`src/rtl/mmu_host_ctrl.sv`:
```
// -----------------------------------------------------------------------------
// mmu_host_ctrl
//   Host-side sequencer for the 2x2 systolic matrix multiplier (mmu).
//   Collects eight operand bytes (A0..A3 then B0..B3) from a valid/ready byte
//   stream, holds the multiplier in reset/load while loading, releases it for a
//   fixed compute window, captures the four result bytes and streams them back
//   out in order C0..C3. No arithmetic is done here.
//
// Ports
//   clk, rst            clock; synchronous active-high reset
//   in_data/in_valid    operand byte stream in
//   in_ready            operand byte accepted this cycle (registered)
//   out_data/out_valid  result byte stream out (registered)
//   out_ready           sink accepts out_data this cycle
//   mmu_A_flat          {A3,A2,A1,A0} to mmu
//   mmu_B_flat          {B3,B2,B1,B0} to mmu
//   mmu_rst             mmu reset/load strobe (registered)
//   mmu_C_flat          {C3,C2,C1,C0} from mmu
//   mmu_done            mmu completion flag
//   busy                high while computing or draining
//   err                 sticky: mmu_done was low when results were captured
// -----------------------------------------------------------------------------
module mmu_host_ctrl #(
    parameter int COMPUTE_LAT = 3,
    parameter int N_ELEM      = 4
) (
    input  logic        clk,
    input  logic        rst,
    input  logic [7:0]  in_data,
    input  logic        in_valid,
    output logic        in_ready,
    output logic [7:0]  out_data,
    output logic        out_valid,
    input  logic        out_ready,
    output logic [31:0] mmu_A_flat,
    output logic [31:0] mmu_B_flat,
    output logic        mmu_rst,
    input  logic [31:0] mmu_C_flat,
    input  logic        mmu_done,
    output logic        busy,
    output logic        err
);

    localparam int CNT_W = (COMPUTE_LAT < 1) ? 1 : $clog2(COMPUTE_LAT + 1);
    localparam logic [2:0]       LAST_IN  = 3'(2 * N_ELEM - 1);
    localparam logic [1:0]       LAST_OUT = 2'(N_ELEM - 1);
    localparam logic [CNT_W-1:0] CAP_CNT  = CNT_W'(COMPUTE_LAT);

    typedef enum logic [1:0] {
        ST_LOAD    = 2'd0,
        ST_COMPUTE = 2'd1,
        ST_DRAIN   = 2'd2
    } state_t;

    state_t            state_r;
    logic [2:0]        idx_r;
    logic [CNT_W-1:0]  cnt_r;
    logic [31:0]       a_r;
    logic [31:0]       b_r;
    logic [31:0]       c_r;

    // Byte lane select out of a packed 4-byte word (lane 0 = bits [7:0]).
    function automatic logic [7:0] get_byte(input logic [31:0] word, input logic [1:0] sel);
        logic [7:0] res;
        case (sel)
            2'd0:    res = word[7:0];
            2'd1:    res = word[15:8];
            2'd2:    res = word[23:16];
            2'd3:    res = word[31:24];
            default: res = 8'h00;
        endcase
        return res;
    endfunction

    // Replace one byte lane of a packed 4-byte word.
    function automatic logic [31:0] set_byte(input logic [31:0] word, input logic [1:0] sel,
                                             input logic [7:0] val);
        logic [31:0] res;
        res = word;
        case (sel)
            2'd0:    res[7:0]   = val;
            2'd1:    res[15:8]  = val;
            2'd2:    res[23:16] = val;
            2'd3:    res[31:24] = val;
            default: res = word;
        endcase
        return res;
    endfunction

    // Operand registers feed the multiplier directly so they stay frozen after LOAD.
    assign mmu_A_flat = a_r;
    assign mmu_B_flat = b_r;

    // Sequencer: load operands, time the compute window, drain results.
    always_ff @(posedge clk) begin
        if (rst) begin
            state_r   <= ST_LOAD;
            idx_r     <= 3'd0;
            cnt_r     <= '0;
            a_r       <= 32'h0000_0000;
            b_r       <= 32'h0000_0000;
            c_r       <= 32'h0000_0000;
            mmu_rst   <= 1'b1;
            in_ready  <= 1'b1;
            out_valid <= 1'b0;
            out_data  <= 8'h00;
            busy      <= 1'b0;
            err       <= 1'b0;
        end else begin
            case (state_r)
                ST_LOAD: begin
                    if (in_valid && in_ready) begin
                        // idx[2] picks the B half; idx[1:0] is the element slot.
                        if (idx_r[2]) begin
                            b_r <= set_byte(b_r, idx_r[1:0], in_data);
                        end else begin
                            a_r <= set_byte(a_r, idx_r[1:0], in_data);
                        end
                        if (idx_r == LAST_IN) begin
                            idx_r    <= 3'd0;
                            cnt_r    <= '0;
                            state_r  <= ST_COMPUTE;
                            mmu_rst  <= 1'b0;
                            in_ready <= 1'b0;
                            busy     <= 1'b1;
                        end else begin
                            idx_r <= idx_r + 3'd1;
                        end
                    end
                end
                ST_COMPUTE: begin
                    // mmu_done may be stale from an earlier run, so only the
                    // cycle count decides when to capture.
                    if (cnt_r == CAP_CNT) begin
                        c_r       <= mmu_C_flat;
                        err       <= err | ~mmu_done;
                        mmu_rst   <= 1'b1;
                        out_valid <= 1'b1;
                        out_data  <= mmu_C_flat[7:0];
                        idx_r     <= 3'd0;
                        state_r   <= ST_DRAIN;
                    end else begin
                        cnt_r <= cnt_r + CNT_W'(1);
                    end
                end
                ST_DRAIN: begin
                    if (out_valid && out_ready) begin
                        if (idx_r[1:0] == LAST_OUT) begin
                            out_valid <= 1'b0;
                            out_data  <= 8'h00;
                            idx_r     <= 3'd0;
                            in_ready  <= 1'b1;
                            busy      <= 1'b0;
                            state_r   <= ST_LOAD;
                        end else begin
                            idx_r    <= idx_r + 3'd1;
                            out_data <= get_byte(c_r, idx_r[1:0] + 2'd1);
                        end
                    end
                end
                default: begin
                    state_r   <= ST_LOAD;
                    idx_r     <= 3'd0;
                    mmu_rst   <= 1'b1;
                    in_ready  <= 1'b1;
                    out_valid <= 1'b0;
                    out_data  <= 8'h00;
                    busy      <= 1'b0;
                end
            endcase
        end
    end

endmodule
```
`config.mk`:
```
export PLATFORM = sky130hd
export DESIGN_NAME = mmu_host_ctrl
export DESIGN_NICKNAME = d
export VERILOG_FILES = /design/src/rtl/mmu_host_ctrl.sv
export SDC_FILE = /design/constraint.sdc
export NUM_CORES = 1
export LEC_CHECK = 0
export BUFFER_PORTS_ARGS = -buffer_cell sky130_fd_sc_hd__buf_2
export CORE_ASPECT_RATIO = 1.4
export CORE_MARGIN = 4
export CORE_UTILIZATION = 34
export CTS_CLUSTER_DIAMETER = 50
export DETAILED_ROUTE_END_ITERATION = 8
export GPL_ROUTABILITY_DRIVEN = 0
export HOLD_SLACK_MARGIN = 0.08
export SETUP_SLACK_MARGIN = 0.3
export SLEW_MARGIN = 20
export SYNTH_ARGS = -nofsm -noshare
export SYNTH_HDL_FRONTEND = slang
export SYNTH_SLANG_ARGS = --single-unit
```
`constraint.sdc`:
```
create_clock -name clk -period 2.9 [get_ports clk]
set_input_delay 0.435 -clock clk [delete_from_list [all_inputs] [get_ports clk]]
set_output_delay 0.435 -clock clk [all_outputs]
set_load 0.03 [all_outputs]
```
==> impl_metrics.csv <==
group,metric,value,unit
logic_synthesis,synth_top_cell_area_share,0.4898,
logic_synthesis,async_flop_share,0,
clocking,cts-resized-gates,0,
timing,drv_slew,0,
logic_synthesis,syn_area,4414,µm²
logic_synthesis,netlist_instances,468,
clocking,cts_inserted_buffers,9,
floorplan,die_x,104.3,µm
routing,antenna_left,0,
placement,numPortBuffers,121,
routing,vias_per_cell,5.011,
floorplan,dieArea,14900,µm²
logic_synthesis,synth.area.top_cells,"dfxtp_1 (49%), mux2i_1 (15%), nand2_1 (11%)",
routing,drt_iter0_drc,221,
worst_setup_path,regToRegSetupSlack,0.91,ns
grt,antenna_found_initial,0,
worst_setup_path,crit_required,3.17,ns
grt,grt_start_max_net_pins,40,
worst_setup_path,reg2reg_from,"state_r[1]",
cells_and_area,layoutNonFillerInstCount,732,
logic_synthesis,synth-edff-count,0,
timing,fin_crit_sh,0.6876,
clocking,postCtsSetupRepairBufs,0,
worst_setup_path,worstPathArrival,2.26,ns
floorplan,start_util,0.3445,
worst_setup_path,cp-start-kind,"flip-flop",
worst_setup_path,r2r_cells,5,
timing,final_hold_viol_count,0,
grt,overflow,0,
job,maxCapViolCount,0,
cells_and_area,antenna_cells,0,
logic_synthesis,ys_seq_elements,108,
worst_setup_path,reg2reg_to,"mmu_A_flat[29]",
logic_synthesis,synth_cell_type_count,45,
power_and_ir_drop,p_per_area,586.5,nW/µm²
routing,vias,3668,
logic_synthesis,yosysSeqAreaShare,0.4898,
placement,dp_hpwl,8603,µm
routing,drtPass1Iterations,5,
clocking,cts_hold_buf,0,
logic_synthesis,synth_area_per_cell,9.432,µm²
min_path,hold_class,"primary input to flip-flop",
logic_synthesis,yosysTopAreaCell,"dfxtp_1",
clocking,cts_tree,"done",
outcome,status,"complete, no violations",
timing,slew_headroom,0.5794,
power_and_ir_drop,power_leakage,2.598,nW
floorplan,rows,49,
routing,routed_wl,11830,µm
grt,grt_pass1_vias,3620,
cells_and_area,final_cell_mix,"nand2_1 (134), buf_2 (121), dfxtp_1 (108)",
power_and_ir_drop,peakVddDrop,0.0002752,V
cells_and_area,final_layout_size_suffix_gt1_frac,0.2729,
worst_setup_path,end_kind,"flip-flop",
clocking,clock_sinks,108,
cells_and_area,mostFrequentLayoutCell,"nand2_1",
cells_and_area,syn_to_final_growth,22.76,%
min_path,worstHoldPathCells,3,
worst_setup_path,critPathMaxFanout,16,
floorplan,core-area,12810,µm²
timing,max_freq,501.5,MHz
grt,grt.total_usage,0.1617,
grt,grt_pass1_wl,19390,µm
placement,place_inst,716,
worst_setup_path,path_class,"flip-flop to flip-flop",
min_path,hp-start,"mmu_C_flat[31]",
clocking,clk_pin_slew,0.07,ns
timing,fin_skew,0.01119,ns
cells_and_area,final_nets,629,
logic_synthesis,synth_nets,523,
routing,drcViolationCount,0,
clocking,cts_max_level,3,
logic_synthesis,ys.flop_type,"dfxtp_1",
routing,post_drt_wl_per_cell,16.16,µm
timing,setup_violations,0,
timing,worst_pin_slew,0.6300,ns
timing,tns,0,ns
floorplan,die_y,142.8,µm
floorplan,io-pin-count,122,
clocking,root_buffer,"clkbuf_16",
clocking,clock_latency,0.35,ns
logic_synthesis,yosysWarningCount,0,
timing,min_period,1.994,ns
timing,rsz0062_at_grt,"no",
clocking,clockBufferDepth,2,
min_path,hold_path_end,"c_r[31]",
[final cells by class]
cell class | count | area [µm²]
clock buffer | 10 | 239.0
clock inverter | 6 | 68.82
fill | 1279 | 7395
inverter | 8 | 30.03
multi-input combinational | 320 | 2077
sequential | 108 | 2162
tap | 153 | 191.4
timing repair buffer | 127 | 650.6
[cell families after synthesis]
kind of cell,count (synthesis),share of synthesized area
flops,108,0.4898
buf+inv,40,0.03968
compound gates,71,0.1176
simple gates,172,0.1721
fa+ha+maj,10,0.02834
mux,67,0.1525
[critical path: stages (launching register included)]
cell     delay, ns
dfxtp_1       0.31
inv_1         0.09
ha_1          0.51
and4b_1       0.42
and2_1        0.36
mux2i_1       0.23
[registers in the layout (all words and copies together), names as in the netlist]
name        cells
mmu_A_flat     32
mmu_B_flat     32
c_r            24
out_data        8
idx_r           3
cnt_r           2
state_r         2
busy            1
err             1
in_ready        1
mmu_rst         1
out_valid       1
[through the flow]
stage	util	total power, mW	area [µm²]	hold slack [ns]	setup slack [ns]
floorplan	-	1.818	4414	0.4357	1.235
global placement	0.3989	1.941	5111	0.4438	1.015
detailed placement	0.3989	1.945	5111	0.4493	0.8736
CTS	0.4229	3.219	5419	0.3122	0.8634
global route	0.4229	3.317	5419	0.3199	0.7474
finish	0.4229	3.178	5419	0.3229	0.9059
[synth_stat cells, types with 2 or more instances]
cell type  count
a211o_1        4
a211oi_1       3
a21oi_1       25
a222oi_1       8
a22o_1         8
a311oi_1       2
a41oi_1        3
and2_1         3
buf_1          5
buf_2         14
clkbuf_1      12
dfxtp_1      108
ha_1          10
inv_1          7
mux2_2         2
mux2i_1       65
nand2_1      134
nand2_2        7
nand2b_1       5
nand3_1        3
nand4_1        3
nor2_1         5
nor4b_1        2
o21ai_0        9
[layer usage]
layer  GRT usage  up-vias  routed length, µm
met1      0.1926     1696               5148
li1            -     1830                  -
met2      0.2839      128               5754
met4     0.05112        0                177
met5           0        -                  0
met3     0.04342       14                747
[worst max-delay path by stage]
stage | start | to | depth (start not counted)
5_1_grt | state_r[1] | mmu_A_flat[27] | 5
4_1_cts | state_r[1] | mmu_A_flat[29] | 5
2_1_floorplan | idx_r[0] | in_ready | 5
3_5_place_dp | state_r[1] | mmu_A_flat[26] | 5
6_report | state_r[1] | mmu_A_flat[29] | 5
3_3_place_gp | state_r[1] | mmu_A_flat[27] | 5
[power by group]
| part | switching [mW] | total [mW] | internal, mW |
|---|---|---|---|
| logic | 0.248 | 0.364 | 0.116 |
| registers | 0.0247 | 1.54 | 1.52 |
| clock network | 0.568 | 1.27 | 0.702 |
| total | 0.841 | 3.18 | 2.34 |
No activity file was read; power rests on OpenSTA's default activity.
